--- src/rtl/sd_img_server_pkg.sv ---
// Shared types and constants for the SD image server and its drive arbiter.
package sd_img_server_pkg;

    localparam int BLK_BYTES          = 256;
    localparam int DRIVE_STRIDE_SHIFT = 24;

    typedef enum logic [2:0] {
        IDLE,
        RD_MEM,
        RD_PUT,
        WR_ADDR,
        WR_LAT,
        WR_MEM,
        DONE
    } srv_state_t;

    function automatic int ndr_clamp(input int drives);
        if (drives < 1) return 1;
        if (drives > 4) return 4;
        return drives;
    endfunction

    function automatic int idx_width(input int ndr);
        return (ndr > 1) ? $clog2(ndr) : 1;
    endfunction

endpackage

--- src/rtl/sd_img_arb.sv ---
// Round-robin drive arbiter: the first requester after the last-served drive wins.
module sd_img_arb
    import sd_img_server_pkg::*;
#(
    parameter int  NDR = 2,
    localparam int IW  = idx_width(NDR)
) (
    input  logic [NDR-1:0] req,
    input  logic [IW-1:0]  last_idx,
    output logic [NDR-1:0] grant,
    output logic [IW-1:0]  grant_idx,
    output logic           grant_any
);

    int best;

    // Distance from last-served drive decides priority; smallest distance wins.
    always_comb begin
        grant     = '0;
        grant_idx = '0;
        grant_any = 1'b0;
        best      = NDR;
        for (int j = 0; j < NDR; j++) begin
            if (req[j] && ((j - int'(last_idx) - 1 + 2 * NDR) % NDR) < best) begin
                best      = (j - int'(last_idx) - 1 + 2 * NDR) % NDR;
                grant_idx = IW'(j);
                grant_any = 1'b1;
            end
        end
        for (int j = 0; j < NDR; j++) begin
            grant[j] = grant_any && (int'(grant_idx) == j);
        end
    end

endmodule

--- src/rtl/sd_img_server.sv ---
// Serves per-drive SD block requests from a byte-wide image store, one drive at a time.
module sd_img_server
    import sd_img_server_pkg::*;
#(
    parameter int  DRIVES = 2,
    localparam int NDR    = ndr_clamp(DRIVES),
    localparam int IW     = idx_width(NDR)
) (
    input  logic              clk_sys,
    input  logic              reset,
    input  logic [NDR-1:0]    img_mounted,
    input  logic [31:0]       img_size,
    input  logic [31:0]       sd_lba [NDR],
    input  logic [5:0]        sd_blk_cnt [NDR],
    input  logic [NDR-1:0]    sd_rd,
    input  logic [NDR-1:0]    sd_wr,
    output logic [NDR-1:0]    sd_ack,
    output logic [13:0]       sd_buff_addr,
    output logic [7:0]        sd_buff_dout,
    input  logic [7:0]        sd_buff_din [NDR],
    output logic              sd_buff_wr,
    output logic [31:0]       mem_addr,
    output logic              mem_rd,
    output logic              mem_wr,
    output logic [7:0]        mem_wdata,
    input  logic [7:0]        mem_rdata,
    input  logic              mem_ready
);

    srv_state_t     state, state_next;
    logic [IW-1:0]  drv, rr_last;
    logic [15:0]    lba;
    logic [13:0]    offset, last_off;
    logic [31:0]    size_lat;
    logic [31:0]    sizes [NDR];
    logic [NDR-1:0] armed;
    logic [31:0]    rel_addr;
    logic           beyond, is_last;
    logic [NDR-1:0] grant;
    logic [IW-1:0]  grant_idx;
    logic           grant_any;
    logic           do_grant, issue_rd, issue_wr, put_mem, put_zero, advance;
    logic           unused_lba_hi;

    always_comb begin
        unused_lba_hi = 1'b0;
        for (int i = 0; i < NDR; i++) unused_lba_hi = unused_lba_hi ^ (^sd_lba[i][31:16]);
    end

    assign rel_addr     = {8'd0, lba, 8'd0} + {18'd0, offset};
    assign mem_addr     = (32'(drv) << DRIVE_STRIDE_SHIFT) + rel_addr;
    assign beyond       = rel_addr >= size_lat;
    assign is_last      = offset == last_off;
    assign sd_buff_addr = offset;

    sd_img_arb #(.NDR(NDR)) u_arb (
        .req       ((sd_rd | sd_wr) & armed),
        .last_idx  (rr_last),
        .grant     (grant),
        .grant_idx (grant_idx),
        .grant_any (grant_any)
    );

    always_ff @(posedge clk_sys) begin
        if (reset) state <= IDLE;
        else       state <= state_next;
    end

    // Each byte costs one idle cycle in RD_MEM before the request, so reads run at 3 cycles/byte.
    always_comb begin
        state_next = state;
        do_grant   = 1'b0;
        issue_rd   = 1'b0;
        issue_wr   = 1'b0;
        put_mem    = 1'b0;
        put_zero   = 1'b0;
        advance    = 1'b0;
        unique case (state)
            IDLE: begin
                if (grant_any) begin
                    do_grant   = 1'b1;
                    state_next = sd_rd[grant_idx] ? RD_MEM : WR_ADDR;
                end
            end
            RD_MEM: begin
                if (!mem_rd) begin
                    if (beyond) begin
                        put_zero   = 1'b1;
                        state_next = RD_PUT;
                    end else begin
                        issue_rd = 1'b1;
                    end
                end else if (mem_ready) begin
                    put_mem    = 1'b1;
                    state_next = RD_PUT;
                end
            end
            RD_PUT: begin
                advance    = 1'b1;
                state_next = is_last ? DONE : RD_MEM;
            end
            WR_ADDR: state_next = WR_LAT;
            WR_LAT:  state_next = WR_MEM;
            WR_MEM: begin
                if (!mem_wr) begin
                    if (beyond) begin
                        advance    = 1'b1;
                        state_next = is_last ? DONE : WR_ADDR;
                    end else begin
                        issue_wr = 1'b1;
                    end
                end else if (mem_ready) begin
                    advance    = 1'b1;
                    state_next = is_last ? DONE : WR_ADDR;
                end
            end
            DONE:    state_next = IDLE;
            default: state_next = IDLE;
        endcase
    end

    // A drive re-arms only once it has dropped both request lines while not being served.
    always_ff @(posedge clk_sys) begin
        if (reset) begin
            drv          <= '0;
            rr_last      <= '0;
            lba          <= '0;
            offset       <= '0;
            last_off     <= '0;
            size_lat     <= '0;
            armed        <= '1;
            sd_ack       <= '0;
            sd_buff_dout <= '0;
            sd_buff_wr   <= 1'b0;
            mem_rd       <= 1'b0;
            mem_wr       <= 1'b0;
            mem_wdata    <= '0;
            for (int i = 0; i < NDR; i++) sizes[i] <= '0;
        end else begin
            for (int i = 0; i < NDR; i++) begin
                if (img_mounted[i]) sizes[i] <= img_size;
                if (!sd_ack[i] && !sd_rd[i] && !sd_wr[i]) armed[i] <= 1'b1;
            end
            if (do_grant) begin
                drv              <= grant_idx;
                rr_last          <= grant_idx;
                lba              <= sd_lba[grant_idx][15:0];
                last_off         <= {sd_blk_cnt[grant_idx], 8'(BLK_BYTES - 1)};
                size_lat         <= sizes[grant_idx];
                offset           <= '0;
                armed[grant_idx] <= 1'b0;
                sd_ack           <= grant;
            end
            mem_rd     <= issue_rd | (mem_rd & ~mem_ready);
            mem_wr     <= issue_wr | (mem_wr & ~mem_ready);
            sd_buff_wr <= put_mem | put_zero;
            if (put_mem)  sd_buff_dout <= mem_rdata;
            if (put_zero) sd_buff_dout <= 8'h00;
            if (issue_wr) mem_wdata    <= sd_buff_din[drv];
            if (advance) begin
                if (is_last) sd_ack <= '0;
                else         offset <= offset + 14'd1;
            end
        end
    end

endmodule
--- config.mk ---
export PLATFORM = sky130hd
export DESIGN_NAME = sd_img_server
export DESIGN_NICKNAME = d
export VERILOG_FILES = /design/src/rtl/sd_img_server_pkg.sv /design/src/rtl/sd_img_arb.sv /design/src/rtl/sd_img_server.sv
export SDC_FILE = /design/constraint.sdc
export NUM_CORES = 1
export LEC_CHECK = 0
export ABC_AREA = 1
export ABC_CLOCK_PERIOD_IN_PS = 5400
export CORE_ASPECT_RATIO = 0.8
export CORE_MARGIN = 2
export CORE_UTILIZATION = 45
export CTS_BUF_LIST = sky130_fd_sc_hd__clkbuf_2
export DETAILED_ROUTE_END_ITERATION = 10
export DONT_BUFFER_PORTS = 1
export GPL_ROUTABILITY_DRIVEN = 1
export PLACE_DENSITY = 0.67
export SKIP_LAST_GASP = 1
export SLEW_MARGIN = 20
export SYNTH_ARGS = -nofsm -noshare
export SYNTH_HDL_FRONTEND = slang
export SYNTH_SLANG_ARGS = --single-unit
--- constraint.sdc ---
create_clock -name clk_sys -period 5.4 [get_ports clk_sys]
set_clock_uncertainty 0.15 [all_clocks]
set_input_delay 0.27 -clock clk_sys [delete_from_list [all_inputs] [get_ports clk_sys]]
set_output_delay 0.27 -clock clk_sys [all_outputs]
set_load 0.03 [all_outputs]
==> summary.txt, run 1 <==
Run status
  – Status: finished, final reports clean

Drt
  – DR WL/cell: 16.28 um
  – Routed vias/inst: 5.163
  – DRT antenna net count: 0
  – Remaining DRCs: 0
  – Initial drt markers: 440
  – First drt pass iteration count: 5
  – WL final: 21.93 mm
  – Via count: 6954

Global route
  – Initial antenna violation count: 0
  – Vias in the first global route: 6741
  – First-pass GRT wire length: 34.47 mm
  – Total gr overflow: 0
  – Met2 Use GR: 39.97%
  – Met1 usage: 28.29%
  – GR Util All Layers: 23.28%
  – GRT met3 Usage: 6.959%
  – Pin count of the biggest net entering global routing: 72
  – Layer carrying the most global-route usage: met2

STA
  – RSZ-0062 raised after global routing: no
  – Final hold vios: 0
  – Slew at the pin with the worst max-slew slack: 1019 ps
  – Final setup viols: 0
  – Final period utilization: 83.14%
  – Final Critical Period: 4490 ps
  – TNS Setup: 0 ps
  – Worst relative slew slack: 32.07%
  – Final Max Slew Viols: 0
  – Fmax: 0.2227 GHz

Setup path
  – Crit end category: register
  – Critical Path RT: 5940 ps
  – CP max FO: 11
  – CP arrival: 5030 ps
  – Critical setup path kind: register to register
  – Startpoint Class: register

Logic synthesis
  – Compound-Gate Fraction of Synth Area: 10.98%
  – Distinct cells, synth: 41
  – Seq/Total Area, Yosys: 47.37%
  – Cells after Synth: 989
  – Synth Flop Type: dfxtp_1
  – Number of flops mapped to enable cells by yosys: 64
  – Largest area contributor in the netlist: dfxtp_1
  – Mapped Area: 0.008114 mm2
  – Post-Synth Simple-Gate Area: 22.11%
  – Synth Area per Inst: 8.204 um2
  – Yosys warns: 0
  – Largest family of logic cells by synthesized area: simple AND/OR/NAND/NOR gates
  – Async set or reset register ratio after synthesis: 0%
  – Multiplexer share of the synthesized area: 1.110%
  – Largest cells by area after synthesis: dfxtp_1 24%, edfxtp_1 24%, nand2_1 12%
  – Post-Synth XOR/XNOR Area: 3.238%
  – Synth Area in Adders: 5.335%
  – FF+latch count, synth: 160
  – Post-synth top area share: 23.69%

Final layout
  – Final #Nets: 1284
  – Ant diodes: 0
  – Final instance area: 0.009792 mm2
  – Layout cell share with drive strength beyond 1: 7.665%
  – Non-filler cells in the finished layout: 1347
  – Area Overhead vs Synth: 20.68%

Floorplanning
  – Die ar.: 0.01913 mm2
  – Starting density of the core: 46.40%
  – I/O pin count: 208
  – Die height: 124.1 um
  – Core ar.: 0.01749 mm2
  – FP Rows: 43
  – DIE WIDTH: 154.1 um

Flow run
  – Maxcap violations: 0

Clocking
  – CTS H-Tree Depth: 4
  – Clock insertion delay at the later pin of the skew report: 770 ps
  – Sink Count: 160
  – CTS tree: built
  – Largest buffer count on any clock path: 2
  – Postcts setup bufs: 0
  – Clock Pin Slew Worst Setup and Hold Paths: 230 ps
  – CTS Buf Count: 17
  – CTS Root Cell: clkbuf_2

Placement
  – Dpl cells: 1182
  – Gpl congestion: 0.8492
  – Placed inst area: 0.008218 mm2
  – DP Wirelength: 13.29 mm
  – Input/output buffers: 0

Power
  – Pleak: 4.099 nW
  – VDD IR max: 0.0002195 V
  – Pwr per Cell Area: 430.8 mW/mm2

Worst hold path
  – Hold Path Class: input pin to register
==> path summary, 6_finish.rpt <==
| path | from | to | slack [ps] | cells after the start |
|---|---|---|---|---|
| worst min-delay path | sd_blk_cnt[7] | last_off[9]$_SDFFE_PP0P_ | 50 | 3 |
| worst min register to register | last_off[7]$_SDFFE_PP0P_ | last_off[7]$_SDFFE_PP0P_ | 360 | 2 |
| worst max register to register | sd_buff_addr[8]$_SDFF_PP0_ | state[0]$_SDFFE_PP0P_ | 910 | 25 |
| worst max-delay path | sd_buff_addr[8]$_SDFF_PP0_ | state[0]$_SDFFE_PP0P_ | 910 | 25 |
==> timing repair <==
action,in CTS,in global routing
hold buffers,132,1
endpoints found under the setup margin,0,0
resized for setup,0,0
endpoints found under the hold margin,160,1
==> sequential cells by signal, summed over array words and instances, names as in the netlist <==
register	cells
state	3
sizes	64
rr_last	1
sd_buff_dout	8
mem_wdata	8
sd_buff_addr	14
mem_wr	1
armed	2
lba	16
size_lat	32
last_off	7
sd_buff_wr	1
sd_ack	2
mem_rd	1
==> per-stage QoR <==
step	util, %	total power [mW]	hold WS [ps]	setup slack [ps]
6_report	56.00	4.218	53.33	910.4
5_1_grt	56.00	4.542	1.251	420.2
4_1_cts	55.94	4.206	0.4445	885.7
3_5_place_dp	47.00	3.369	198.6	901.3
3_3_place_gp	47.00	3.338	197.0	1011
2_1_floorplan	-	3.015	267.2	1407
==> where the power goes <==
group / total, mW / switching (mW) / leakage [nW] / internal, mW
registers: 1.72 / 0.227 / 1.47 / 1.50
clock network: 0.642 / 0.461 / 0.139 / 0.181
logic: 1.85 / 1.19 / 2.49 / 0.665
==> routing by layer <==
layer  share of wire (%)  up-vias
li1                    -     3468
met1                  42     3241
met2                  48      212
met3                 7.1       33
met4                 2.1        0
met5                   0        -
==> cell usage in the layout, fill, tap and decap left out, types with 15 or more instances in the layout <==
cell type / n
a21oi_1: 61
a31oi_1: 43
buf_4: 15
clkbuf_2: 19
dfxtp_1: 96
dlygate4sd3_1: 132
edfxtp_1: 64
ha_1: 33
inv_1: 121
nand2_1: 266
nand3_1: 30
nand4_1: 16
nor2_1: 77
o21ai_0: 26
xor2_1: 18
==> layout make-up <==
cell class | instances | area (um2)
Fill cell | 1567 | 7694
Sequential cell | 160 | 3844
Multi-Input combinational cell | 655 | 3502
Timing Repair Buffer | 148 | 1461
Inverter | 127 | 478.0
Tap cell | 225 | 281.5
Clock inverter | 13 | 130.1
Clock buffer | 19 | 95.09
==> logic make-up after synthesis <==
logic type,Yosys count
multiplexers,8
AO/OA/AOI/OAI,155
other,1
adder cells (fa/ha/maj),34
AND/OR/NAND/NOR,422
buffers and inverters,179
flip-flops,160
XOR/XNOR,30
==> cell usage after synthesis, types with 2 or more instances <==
cell and instances:
a21oi_2 2, xnor2_1 12, inv_2 5, inv_1 121, nor2_2 3, nor4_1 2, a21oi_1 61, nand4_1 16
or2_2 4, or2_1 3, nor3_4 2, buf_4 17, nand2_1 266, a31oi_1 43, mux2_2 8, buf_6 5
edfxtp_1 64, nand2_4 3, nor3_1 6, clkbuf_1 21, o211ai_1 2, o21ai_0 26, ha_1 33, nand3_1 30
nand2_2 3, nor2_1 77, a22oi_1 12, nand3_2 4, buf_2 8, o21ai_1 5, dfxtp_1 96, a21o_1 3
xor2_1 18
==> worst max-delay path, cell delays in order, from the launching register on <==
cell	delay (ps)
dfxtp_1	400
ha_1	180
inv_1	70
fa_1	420
nor3_1	200
or2_2	180
nand2_1	70
nor2_1	160
nand3_1	170
nor2_1	150
xor2_1	210
inv_1	210
ha_1	330
nand2_1	70
inv_1	60
nand3_1	90
or2_1	220
nor2_1	190
nand2_2	130
nand4_1	90
buf_4	200
inv_2	120
nor2_1	190
nand2_1	80
nand2_1	60
inv_1	40
(Power assumes the default switching activity.)
==> run 2, diff against run 1 <==
--- a/config.mk
+++ b/config.mk
@@ -6,7 +6,7 @@
 export NUM_CORES = 1
 export LEC_CHECK = 0
 export ABC_AREA = 1
-export ABC_CLOCK_PERIOD_IN_PS = 5400
+export ABC_CLOCK_PERIOD_IN_PS = 4500
 export CORE_ASPECT_RATIO = 0.8
 export CORE_MARGIN = 2
 export CORE_UTILIZATION = 45
==> constraint.sdc (replaced) <==
create_clock -name clk_sys -period 4.5 [get_ports clk_sys]
set_clock_uncertainty 0.15 [all_clocks]
set_input_delay 0.225 -clock clk_sys [delete_from_list [all_inputs] [get_ports clk_sys]]
set_output_delay 0.225 -clock clk_sys [all_outputs]
set_load 0.03 [all_outputs]
==> summary.txt, run 2 (synthesized netlist as in run 1, its figures left out) <==
Clocking
  – Largest buffer count on any clock path: 2
  – CTS Buf Count: 17
  – CTS Root Cell: clkbuf_2
  – Clock Pin Slew Worst Setup and Hold Paths: 240 ps
  – CTS H-Tree Depth: 4
  – Clock insertion delay at the later pin of the skew report: 760 ps
  – CTS tree: built
  – Sink Count: 160

Power
  – Pwr per Cell Area: 500.2 mW/mm2
  – VDD IR max: 0.0004015 V
  – Clk pwr share: 13.3%
  – Flop pwr share: 40.7%
  – Pleak: 4.223 nW
  – Sw Pwr: 2.272 mW
  – Pint: 2.822 mW
  – Power Total: 5.094 mW
  – Switch share: 44.61%
  – Combinational group share of total power: 46.0%

STA
  – Fmax: 0.2271 GHz
  – Final setup viols: 0
  – Final WS setup: 96.52 ps
  – Final Critical Period: 4403 ps
  – Final hold vios: 0
  – Final period utilization: 97.86%
  – Final Max Slew Viols: 0
  – Worst relative slew slack: 37.74%
  – RSZ-0062 raised after global routing: no
  – Slew at the pin with the worst max-slew slack: 932.6 ps
  – TNS Setup: 0 ps

Drt
  – Remaining DRCs: 0
  – Routed vias/inst: 5.125
  – First drt pass iteration count: 5
  – Via count: 7134
  – WL final: 22.80 mm
  – DRT antenna net count: 0
  – DR WL/cell: 16.38 um
  – Initial drt markers: 506

Final layout
  – Number of flip-flops in the largest register: 64
  – Final core utilization: 58.25%
  – Biggest regs: sizes (64), size_lat (32), lba (16)
  – Final #Nets: 1327
  – Area Overhead vs Synth: 25.52%
  – Layout cell share with drive strength beyond 1: 8.155%
  – Most frequent cells in the layout: 266 x nand2_1, 168 x dlygate4sd3_1, 121 x inv_1, 96 x dfxtp_1, 75 x nor2_1
  – Commonest non-fill, non-tap cell in the layout: nand2_1
  – Biggest register: sizes

Setup path
  – Crit path top cell by count: dlygate4sd3_1
  – Reg2reg path depth: 9
  – CP max FO: 43
  – Startpoint Class: input pin
  – CP arrival: 4970 ps
  – Worst-path cell chain: dlygate4sd3_1 -> or2_1 -> dlygate4sd3_1 -> nand3_2 -> nand2_4 -> dlygate4sd3_1 -> a21oi_4 -> nand2_1 -> inv_6 -> nand2_1 -> dlygate4sd3_1 -> a31oi_1 -> dlygate4sd3_1
  – Critical Path RT: 5070 ps
  – Max incr delay on CP: 810 ps
  – Crit end category: register
  – Number of cells on the critical path: 13
  – Worst path bufs/invs: 6
  – Critical path's slowest cell: dlygate4sd3_1
  – Crit path max-delay family: buffers and inverters
  – Critical setup path kind: input pin to register

Worst hold path
  – Worst hold path cell count: 3
  – Hold Path Class: input pin to register

Floorplanning
  – Core ar.: 0.01749 mm2
  – DIE WIDTH: 154.1 um
  – Starting density of the core: 46.40%
  – I/O pin count: 208
  – FP Rows: 43
  – Die ar.: 0.01913 mm2
  – Die height: 124.1 um

Global route
  – Total gr overflow: 0
  – First-pass GRT wire length: 35.58 mm
  – Vias in the first global route: 7045
  – Initial antenna violation count: 1
  – GR Util All Layers: 24.14%
  – Pin count of the biggest net entering global routing: 72

Placement
  – DP Worst Slack: 352.9 ps
  – Input/output buffers: 0
  – DP Wirelength: 13.52 mm
  – Gpl congestion: 0.8844

Flow run
  – Maxcap violations: 0

Run status
  – Status: finished, final reports clean
[run 2: what timing repair did]
item,4_1_cts,5_1_grt
hold endpoints to repair,160,13
hold buffers,162,7
resized for setup,0,6
setup endpoints to repair,0,30
buffers inserted,0,0
[run 2: path summary, 6_finish.rpt]
kind	from	endpoint	slack [ps]
max	sd_rd[0]	lba[5]$_SDFFE_PP0P_	100
min	img_size[27]	sizes[0][27]$_DFFE_PP_	80
max reg2reg	rr_last$_SDFFE_PP0P_	lba[5]$_SDFFE_PP0P_	270
min reg2reg	size_lat[7]$_SDFFE_PP0P_	size_lat[7]$_SDFFE_PP0P_	350
[run 2: power by group through the flow]
stage | registers (mW) | logic, mW | clock network [mW]
after floorplan | 2.01 | 1.61 | 0
after global placement | 2.09 | 1.94 | 0
after detailed placement | 2.10 | 1.97 | 0
after CTS | 2.07 | 2.29 | 0.695
after global routing | 2.11 | 2.63 | 0.761
final | 2.07 | 2.35 | 0.676
[run 2: per-stage QoR]
stage                     cell area [um2]  hold slack (ps)  instances
final                               10180            78.61       1392
after global routing                10180           -8.608       1391
after CTS                           10100            9.811       1383
after detailed placement             8270            154.3       1189
after global placement               8270            151.7       1189
after floorplan                      8133            222.2        994
[run 2: worst reg2reg max path, stage by stage, from the launching register on]
cell and delay, ps:
dfxtp_1 730, nand3_2 170, nand2_4 130, dlygate4sd3_1 960, nand2_1 250, inv_6 360, nand2_1 130, dlygate4sd3_1 610
a31oi_1 150, dlygate4sd3_1 570
[run 2: cell type report]
| class | instances | area (um2) |
|---|---|---|
| Clock buffer | 20 | 100.1 |
| Multi-Input combinational cell | 655 | 3507 |
| Sequential cell | 160 | 3844 |
| Fill cell | 1530 | 7301 |
| Clock inverter | 12 | 88.84 |
| Timing Repair Buffer | 191 | 1874 |
| Antenna cell | 2 | 5.005 |
| Inverter | 127 | 484.2 |
| Tap cell | 225 | 281.5 |
[run 2: per-layer routing]
layer | up-vias | global-route usage (%) | wire length [um]
met2 | 244 | 41.45 | 10900
met3 | 42 | 7.063 | 1690
met1 | 3300 | 29.47 | 9712
li1 | 3548 | - | -
met5 | - | 0 | 0
met4 | 0 | 7.944 | 492
